File: src/rtl/data_memory_bridge_pkg.sv
// Shared types and constants for the CPU data-memory to byte-SRAM bridge.
package mem_pkg;

  typedef enum logic [1:0] {
    IDLE  = 2'd0,
    READ  = 2'd1,
    WRITE = 2'd2,
    DONE  = 2'd3
  } state_t;

  localparam int unsigned BYTES_PER_WORD = 4;
  localparam int unsigned LANE_W         = 2;
  localparam int unsigned BYTE_W         = 8;
  localparam int unsigned WORD_W         = BYTES_PER_WORD * BYTE_W;

  // Little-endian byte lane k of a word (lane 0 is bits 7:0).
  function automatic logic [BYTE_W-1:0] word_byte(input logic [WORD_W-1:0] w,
                                                  input logic [LANE_W-1:0] k);
    return BYTE_W'(w >> {k, 3'b000});
  endfunction

endpackage

File: src/rtl/data_memory_bridge_if.sv
// CPU data-memory port: word request from the core, read data and completion back.
interface data_memory_bridge_if;
  import mem_pkg::*;

  logic [WORD_W-1:0] data_memory_a;
  logic              data_memory_read;
  logic              data_memory_write;
  logic [WORD_W-1:0] data_memory_out_v;
  logic [WORD_W-1:0] data_memory_in_v;
  logic              data_memory_ready;

  modport master (
    output data_memory_a,
    output data_memory_read,
    output data_memory_write,
    output data_memory_out_v,
    input  data_memory_in_v,
    input  data_memory_ready
  );

  modport slave (
    input  data_memory_a,
    input  data_memory_read,
    input  data_memory_write,
    input  data_memory_out_v,
    output data_memory_in_v,
    output data_memory_ready
  );

endinterface

File: src/rtl/data_memory_bridge.sv
// Serializes 32-bit CPU word accesses into four byte accesses on an 8-bit synchronous SRAM.
module data_memory_bridge
  import mem_pkg::*;
#(
  parameter int unsigned ADDR_W = 16
) (
  input  logic                 clk,
  input  logic                 nreset,
  data_memory_bridge_if.slave  cpu,
  output logic [ADDR_W-1:0]    sram_a,
  output logic                 sram_re,
  output logic                 sram_we,
  output logic [BYTE_W-1:0]    sram_wdata,
  input  logic [BYTE_W-1:0]    sram_rdata
);

  localparam logic [LANE_W-1:0] LAST_LANE = LANE_W'(BYTES_PER_WORD - 1);
  localparam int unsigned       SHADOW_W  = WORD_W - BYTE_W;

  state_t              r_state,      w_state_nxt;
  logic [LANE_W-1:0]   r_k,          w_k_nxt;
  logic                r_is_rd,      w_is_rd_nxt;
  logic [ADDR_W-1:0]   r_addr,       w_addr_nxt;
  logic [WORD_W-1:0]   r_wdata,      w_wdata_nxt;
  logic [ADDR_W-1:0]   r_sram_a,     w_sram_a_nxt;
  logic                r_sram_re,    w_sram_re_nxt;
  logic                r_sram_we,    w_sram_we_nxt;
  logic [BYTE_W-1:0]   r_sram_wdata, w_sram_wdata_nxt;
  logic                r_ready,      w_ready_nxt;
  logic                r_rd_ready,   w_rd_ready_nxt;

  logic                r_cap_v;
  logic [SHADOW_W-1:0] r_shadow;
  logic [WORD_W-1:0]   r_in_v;

  logic [ADDR_W-1:0]   w_req_a;
  logic [ADDR_W-1:0]   w_lane_a;
  logic [WORD_W-1:0]   w_rd_word;
  logic                w_unused_addr_hi;

  assign w_req_a          = ADDR_W'(cpu.data_memory_a);
  assign w_lane_a         = r_addr + ADDR_W'(r_k);
  assign w_unused_addr_hi = ^cpu.data_memory_a[WORD_W-1:ADDR_W];

  // State, lane counter and SRAM/completion outputs, all registered.
  always_ff @(posedge clk or negedge nreset) begin
    if (!nreset) begin
      r_state      <= IDLE;
      r_k          <= '0;
      r_is_rd      <= 1'b0;
      r_addr       <= '0;
      r_wdata      <= '0;
      r_sram_a     <= '0;
      r_sram_re    <= 1'b0;
      r_sram_we    <= 1'b0;
      r_sram_wdata <= '0;
      r_ready      <= 1'b0;
      r_rd_ready   <= 1'b0;
    end else begin
      r_state      <= w_state_nxt;
      r_k          <= w_k_nxt;
      r_is_rd      <= w_is_rd_nxt;
      r_addr       <= w_addr_nxt;
      r_wdata      <= w_wdata_nxt;
      r_sram_a     <= w_sram_a_nxt;
      r_sram_re    <= w_sram_re_nxt;
      r_sram_we    <= w_sram_we_nxt;
      r_sram_wdata <= w_sram_wdata_nxt;
      r_ready      <= w_ready_nxt;
      r_rd_ready   <= w_rd_ready_nxt;
    end
  end

  // Next state and next register values; lane k is issued on the edge that leaves lane k-1.
  always_comb begin
    w_state_nxt      = r_state;
    w_k_nxt          = r_k;
    w_is_rd_nxt      = r_is_rd;
    w_addr_nxt       = r_addr;
    w_wdata_nxt      = r_wdata;
    w_sram_a_nxt     = r_sram_a;
    w_sram_re_nxt    = 1'b0;
    w_sram_we_nxt    = 1'b0;
    w_sram_wdata_nxt = r_sram_wdata;
    w_ready_nxt      = 1'b0;
    w_rd_ready_nxt   = 1'b0;

    case (r_state)
      IDLE: begin
        if (cpu.data_memory_write) begin
          w_addr_nxt       = w_req_a;
          w_wdata_nxt      = cpu.data_memory_out_v;
          w_is_rd_nxt      = 1'b0;
          w_sram_a_nxt     = w_req_a;
          w_sram_we_nxt    = 1'b1;
          w_sram_wdata_nxt = word_byte(cpu.data_memory_out_v, '0);
          w_k_nxt          = LANE_W'(1);
          w_state_nxt      = WRITE;
        end else if (cpu.data_memory_read) begin
          w_addr_nxt    = w_req_a;
          w_is_rd_nxt   = 1'b1;
          w_sram_a_nxt  = w_req_a;
          w_sram_re_nxt = 1'b1;
          w_k_nxt       = LANE_W'(1);
          w_state_nxt   = READ;
        end
      end
      WRITE: begin
        w_sram_a_nxt     = w_lane_a;
        w_sram_we_nxt    = 1'b1;
        w_sram_wdata_nxt = word_byte(r_wdata, r_k);
        w_k_nxt          = r_k + LANE_W'(1);
        if (r_k == LAST_LANE) begin
          w_state_nxt = DONE;
        end
      end
      READ: begin
        w_sram_a_nxt  = w_lane_a;
        w_sram_re_nxt = 1'b1;
        w_k_nxt       = r_k + LANE_W'(1);
        if (r_k == LAST_LANE) begin
          w_state_nxt = DONE;
        end
      end
      DONE: begin
        w_ready_nxt    = 1'b1;
        w_rd_ready_nxt = r_is_rd;
        w_state_nxt    = IDLE;
      end
      default: begin
        w_state_nxt = IDLE;
      end
    endcase
  end

  // Returned bytes shift in lane order; the last byte arrives in the ready cycle and bypasses the shadow.
  assign w_rd_word = {sram_rdata, r_shadow};

  // Read-data capture and the held CPU read-data register.
  always_ff @(posedge clk or negedge nreset) begin
    if (!nreset) begin
      r_cap_v  <= 1'b0;
      r_shadow <= '0;
      r_in_v   <= '0;
    end else begin
      r_cap_v <= r_sram_re;
      if (r_cap_v) begin
        r_shadow <= {sram_rdata, r_shadow[SHADOW_W-1:BYTE_W]};
      end
      if (r_rd_ready) begin
        r_in_v <= w_rd_word;
      end
    end
  end

  assign cpu.data_memory_in_v  = r_rd_ready ? w_rd_word : r_in_v;
  assign cpu.data_memory_ready = r_ready;
  assign sram_a                = r_sram_a;
  assign sram_re               = r_sram_re;
  assign sram_we               = r_sram_we;
  assign sram_wdata            = r_sram_wdata;

endmodule
File: src/flat_wrapper.sv
// flat-port wrapper written by rule: the top's interface ports become plain ports
module data_memory_bridge_flat import mem_pkg::*;
#(
  parameter int unsigned ADDR_W = 16
)
  (clk, nreset, sram_a, sram_re, sram_we, sram_wdata, sram_rdata, cpu_data_memory_a, cpu_data_memory_read, cpu_data_memory_write, cpu_data_memory_out_v, cpu_data_memory_in_v, cpu_data_memory_ready);
  data_memory_bridge_if cpu_i ();
  input  logic clk;
  input  logic nreset;
  output logic [ADDR_W-1:0] sram_a;
  output logic sram_re;
  output logic sram_we;
  output logic [BYTE_W-1:0] sram_wdata;
  input  logic [BYTE_W-1:0] sram_rdata;
  input wire logic [$bits(cpu_i.data_memory_a)-1:0] cpu_data_memory_a;
  input wire logic [$bits(cpu_i.data_memory_read)-1:0] cpu_data_memory_read;
  input wire logic [$bits(cpu_i.data_memory_write)-1:0] cpu_data_memory_write;
  input wire logic [$bits(cpu_i.data_memory_out_v)-1:0] cpu_data_memory_out_v;
  output wire logic [$bits(cpu_i.data_memory_in_v)-1:0] cpu_data_memory_in_v;
  output wire logic [$bits(cpu_i.data_memory_ready)-1:0] cpu_data_memory_ready;
  assign cpu_i.data_memory_a = cpu_data_memory_a;
  assign cpu_i.data_memory_read = cpu_data_memory_read;
  assign cpu_i.data_memory_write = cpu_data_memory_write;
  assign cpu_i.data_memory_out_v = cpu_data_memory_out_v;
  assign cpu_data_memory_in_v = cpu_i.data_memory_in_v;
  assign cpu_data_memory_ready = cpu_i.data_memory_ready;
  data_memory_bridge #(.ADDR_W(ADDR_W)) u_core (.clk(clk), .nreset(nreset), .cpu(cpu_i), .sram_a(sram_a), .sram_re(sram_re), .sram_we(sram_we), .sram_wdata(sram_wdata), .sram_rdata(sram_rdata));
endmodule
File: config.mk
export PLATFORM = sky130hd
export DESIGN_NAME = data_memory_bridge_flat
export DESIGN_NICKNAME = d
export VERILOG_FILES = /design/src/rtl/data_memory_bridge_pkg.sv /design/src/rtl/data_memory_bridge_if.sv /design/src/rtl/data_memory_bridge.sv /design/src/flat_wrapper.sv
export SDC_FILE = /design/constraint.sdc
export NUM_CORES = 1
export LEC_CHECK = 0
export CAP_MARGIN = 25
export CORE_AREA = 4 4 123 101
export DETAILED_ROUTE_END_ITERATION = 8
export DIE_AREA = 0 0 127 105
export PLACE_DENSITY = 0.88
export SLEW_MARGIN = 20
export SYNTH_ARGS = -nofsm -noshare
export SYNTH_HDL_FRONTEND = slang
export SYNTH_SLANG_ARGS = --single-unit
File: constraint.sdc
create_clock -name clk -period 4.4 [get_ports clk]
set_clock_uncertainty 0.05 [all_clocks]
set_input_delay 1.1 -clock clk [delete_from_list [all_inputs] [get_ports clk]]
set_output_delay 1.1 -clock clk [all_outputs]
set_load 0.01 [all_outputs]
==> reports/metrics.csv <==
metric,value,unit
status,"finished, final reports clean",
worst vdd ir,465,uV
share of cells above drive strength 1,0.276,
Slew @ Worst Pin,1.01,ns
Final Setup Violations,0,
critical path peak fanout,2,
clock slew at reported path FFs,0.06,ns
Final nets,639,
vias in the first global route,4082,
"Gates resized, CTS repair",0,
post-synthesis cell area,5960,sq um
Die Height,105,um
DRC Markers,0,
Yosys warning count,0,
Detailed Route WL,12200,um
fin crit share,0.787,
"Req. time, crit path",3.25,ns
routability cong.,0.767,
post-place instance area,7270,sq um
Slowest cell on crit path,clkdlybuf4s50_1,
Bufs on Longest Clock Path,2,
buffers added on ports,118,
P_leak,3.30,nW
HP Start,u_core.sram_re,
CTS hold repair buffers,0,
initial DRC count,199,
cell at the root of the clock tree,clkbuf_16,
CP Cell Sequence,clkdlybuf4s50_1 > mux2_2 > clkdlybuf4s50_1,
Fin. Hold Viols,0,
Hold Crit Class,flip-flop to flip-flop,
CTS tree,done,
share of the synthesized area in the top cell type,0.579,
worst setup margin,0.939,ns
power per cell area,821,nW/um^2
Most Frequent Cell on Critical Path,clkdlybuf4s50_1,
first drt pass iteration count,4,
io pins,135,
worst hold slack,0.337,ns
clock latency on the worst-skew pair,0.41,ns
crit path DAT,2.31,ns
CP top delay family,buffers and inverters,
Syn Inst Count,436,
"non-filler cells, final",716,
Setup CP Type,input port to output port,
fill count,775,
Final Max Tran Viols,0,
Syn Nets,520,
CTS Sinks,138,
register bit total from synthesis,138,
area of the core,11300,sq um
Initial Utilization,0.527,
first-pass GRT wire length,20600,um
"area leader, netlist",dfrtp_1,
# placed instances,684,
setup_tns,0,ns
Area Overhead vs Synth,31.3,%
DR vias,3790,
Wirelength per Cell,17.0,um
CP peak stage delay,0.48,ns
antenna violations before repair,0,
H-tree levels,4,
Tmin final,3.46,ns
post-CTS setup buffer count,0,
Worst setup EP type,output port,
Placement Setup Slack,0.940,ns
site row count,35,
Post-synth ARST share,1.00,
grt ovf,0,
die area,13300,sq um
top_reg_cell synth,dfrtp_1,
Rel. slew slack,0.329,
number of max-cap violations,0,
CTS Buf Count,17,
Detailed Place HPWL,8290,um
"top cells by area, synth","dfrtp_1 (58%), mux2_2 (19%), mux4_2 (3.0%)",
CP Launch Type,input port,
post-synth cell types,36,
largest net degree at the start of global routing,86,
Total GRT Usage,0.195,
crit path buf inv count,2,
RR Startpoint,u_core.r_state[1],
vias per cell,5.29,
RSZ-0062 raised after global routing,false,
register area share after synthesis,0.579,
max frequency,0.289,GHz
post-route cell area,7830,sq um
Die Wd,127,um
start point of the critical path,sram_rdata[4],
Synth Area per Inst,13.7,sq um
Routed Antenna Nets,0,
ant diodes,0,
Post-synth EDFFs,0,
where the power goes:
group          switching (mW)  total, mW  internal, mW
clock                   0.580       1.32         0.740
sequential              0.421       2.35          1.93
combinational            1.20       2.75          1.55
kinds of logic after synthesis:
kind of cell | Yosys count | share of synthesized area
AOI/OAI and AO/OA | 49 | 0.0435
xor gates and xnor gates | 14 | 0.0206
adders and majority gates | 8 | 0.0181
buffers and inverters | 32 | 0.0237
DFF | 138 | 0.579
muxes | 127 | 0.252
and+or+nand+nor | 68 | 0.0630
final cells by class:
class / instances / area, sq um / share of cell area
flip-flops and latches: 138 / 3450 / 0.441
multi-input cells: 266 / 2370 / 0.303
well taps: 148 / 185 / 0.0237
clock buffers: 17 / 425 / 0.0544
clock inverters: 15 / 130 / 0.0166
inverters: 7 / 26.3 / 0.00336
repair buffers: 125 / 1230 / 0.158
cells in the mapped netlist (2+ instances only):
library cell	n
mux2_2	102
a21oi_1	14
nor3_1	5
xnor2_1	7
o21ai_1	6
o21ai_0	22
nand2b_1	5
o22ai_1	3
nand2_1	28
xor2_1	7
ha_1	7
nor2b_1	2
nand3_1	7
dfrtp_1	138
nor2_1	7
nor3b_1	5
mux4_2	8
buf_2	17
mux2i_1	16
inv_1	7
clkbuf_1	8
worst reg2reg max path: stages, from the launching register on:
cell     delay (ns)
dfrtp_1        0.43
inv_1          0.09
ha_1           0.66
o22ai_2        0.91
nor3b_1        0.13
a21oi_1        0.15
o21ai_0        0.11
metal layers:
| layer | track usage | vias to the layer above | wire length [um] |
|---|---|---|---|
| met3 | 0.0526 | 15 | 459 |
| met2 | 0.316 | 93 | 6120 |
| li1 | - | 1781 | - |
| met4 | 0.0613 | 0 | 185 |
| met1 | 0.256 | 1901 | 5430 |
| met5 | 0 | - | 0 |
registers in the layout (all words and copies together), names as in the netlist:
name and flops:
u_core.r_shadow 24, u_core.r_in_v 32, u_core.sram_re 1, u_core.cpu.data_memory_ready 1, u_core.r_addr 16, u_core.sram_a 16, u_core.r_is_rd 1, u_core.r_wdata 32
u_core.r_cap_v 1, u_core.sram_wdata 8, u_core.r_k 2, u_core.r_rd_ready 1, u_core.sram_we 1, u_core.r_state 2
layout by cell type (no fill, tap or decap), types with 8 or more instances in the layout:
cell type,count
a21oi_1,14
clkbuf_16,17
clkdlybuf4s50_1,117
dfrtp_1,138
o21ai_0,22
mux4_2,8
mux2i_1,16
mux2_2,102
nand2_1,28
final timing paths:
| path | endpoint | slack, ns | cells after the start |
|---|---|---|---|
| setup / recovery | cpu_data_memory_in_v[28] | 0.94 | 3 |
| hold / removal | u_core.r_cap_v | 0.34 | 0 |
| setup reg to reg | u_core.sram_a[3] | 1.75 | 6 |
| hold reg to reg | u_core.r_cap_v | 0.34 | 0 |
| max in group asynchronous | u_core.r_in_v[10] | 2.73 | 2 |
| min in group asynchronous | u_core.r_in_v[4] | 0.70 | 1 |
metrics by stage:
stage                util  total power [mW]
floorplan               -              4.02
global placement    0.644              4.99
detailed placement  0.644              5.13
CTS                 0.693              6.50
global route        0.693              6.86
finish              0.693              6.42
Note: power is estimated with default switching activity, not from simulation.
==> RTL change (same flow settings) <==
`BYTES_PER_WORD`: 4 -> 5.
--- a/src/rtl/data_memory_bridge_pkg.sv
+++ b/src/rtl/data_memory_bridge_pkg.sv
@@ -8,7 +8,7 @@
     DONE  = 2'd3
   } state_t;
 
-  localparam int unsigned BYTES_PER_WORD = 4;
+  localparam int unsigned BYTES_PER_WORD = 5;
   localparam int unsigned LANE_W         = 2;
   localparam int unsigned BYTE_W         = 8;
   localparam int unsigned WORD_W         = BYTES_PER_WORD * BYTE_W;
Ports: changed (resized cpu_data_memory_a, cpu_data_memory_in_v and cpu_data_memory_out_v); port bits go from 135 to 159. No check against the original RTL was run, so the function may have changed too.
==> RTL change against the original RTL <==
  * Worst setup slack lost 0.0044 ns
  * Cell area grew 9.7%
  * Register-to-register slack lost 0.11 ns
  * Synthesized area grew 9.9%
  * Routed wire length grew 14%
  * Sequential cell count grew 16
  * Power grew 13%
  * Via count grew 11%
  * Non-clock buffer count grew 7
==> RTL change: results (changes against the original RTL) <==
- Max IR drop VDD: 0.0004419 V (was 0.0004655 V)
- Non-clock buffers, area share: 15.38% (was 15.78%)
- Clk tree area frac: 7.419% (was 7.098%)
- Post-synthesis sequential area ratio: 58.83% (was 57.95%)
- Largest net degree at the start of global routing: 87 (was 86)
- Multi-input logic area: 2555 um2 (was 2371 um2)
- Gr usage total: 22.31% (was 19.45%)
- Synth Area in XOR/XNOR: 1.337% (was 2.058%)
- Power in combinational cells: 3110 uW (was 2750 uW)
- Multiplexer share of the synthesized area: 25.35% (was 25.17%)
- Pre-CTS setup slack: 0.9345 ns (was 0.9404 ns)
- Top cells by area, synth: dfrtp_1 (59%), mux2_2 (20%), mux4_2 (2.8%), mux2i_1 (2.1%), nand2_1 (1.7%) (was dfrtp_1 (58%), mux2_2 (19%), mux4_2 (3.0%), mux2i_1 (2.7%), o21ai_0 (1.8%))
- Seq/total area: 44.89% (was 44.12%)
- Syn nets: 574 (was 520)
- Hpwl dp: 9.494 mm (was 8.291 mm)
- Seq cells post-synth: 154 (was 138)
- # clk buffers: 19 (was 17)
- Global-route wire length before repair: 23.65 mm (was 20.58 mm)
- Tightest Pin Transition: 0.7683 ns (was 1.007 ns)
- # port buffers: 126 (was 118)
- Fill cells: 679 (was 775)
- Combinational share of power: 42.7% (was 42.9%)
- Mapped Cells: 474 (was 436)
- Compound-Gate Fraction of Synth Area: 4.756% (was 4.346%)
- Design area: 8584 um2 (was 7826 um2)
- Adder-cell share of the synthesized area: 1.643% (was 1.806%)
- Nets: 698 (was 639)
- Fraction of layout instances using a drive strength above 1: 27.82% (was 27.64%)
- Post-synth top cells: dfrtp_1 (154), mux2_2 (119), nand2_1 (30), o21ai_0 (19), mux2i_1 (14) (was dfrtp_1 (138), mux2_2 (102), nand2_1 (28), o21ai_0 (22), buf_2 (17))
- RePlAce Congestion: 0.8234 (was 0.7674)
- Via count: 4224 (was 3790)
- Inverter count: 9 (was 7)
- Leak Pwr: 0.003605 uW (was 0.003298 uW)
- Status: completed (unchanged)
- Largest registers: u_core.r_in_v x40, u_core.r_shadow x32, u_core.r_wdata x32 (was u_core.r_in_v x32, u_core.r_wdata x32, u_core.r_shadow x24)
- Placed Area: 7948 um2 (was 7271 um2)
- Non-Clock Buffer Count: 132 (was 125)
==> RTL change: cell types whose count changed after synthesis, sizes merged, moves of 3 or more <==
cell,change
dfrtp,+16
mux2,+16
o21ai,-9
o22ai,+5
xor2,-5
a21oi,-4
nor2b,+4
nor3b,-4
nand2b,-3
==> RTL change: per-layer routing <==
layer / wire [um] / part of all wire, % / track usage [%]
met2: 7181 / 51 / 37.54
met5: 0 / 0 / 0
met4: 186 / 1.3 / 7.044
met1: 5954 / 43 / 28.33
met3: 642 / 4.6 / 5.876
==> RTL change: final timing paths <==
kind	from	endpoint	slack (ns)
worst min-delay path	u_core.sram_re	u_core.r_cap_v	0.33
min in group asynchronous	nreset	u_core.r_in_v[38]	0.69
worst min register to register	u_core.sram_re	u_core.r_cap_v	0.33
worst max register to register	u_core.r_k[0]	u_core.sram_a[14]	1.64
max in group asynchronous	nreset	u_core.sram_a[4]	2.77
worst max-delay path	sram_rdata[1]	cpu_data_memory_in_v[33]	0.93
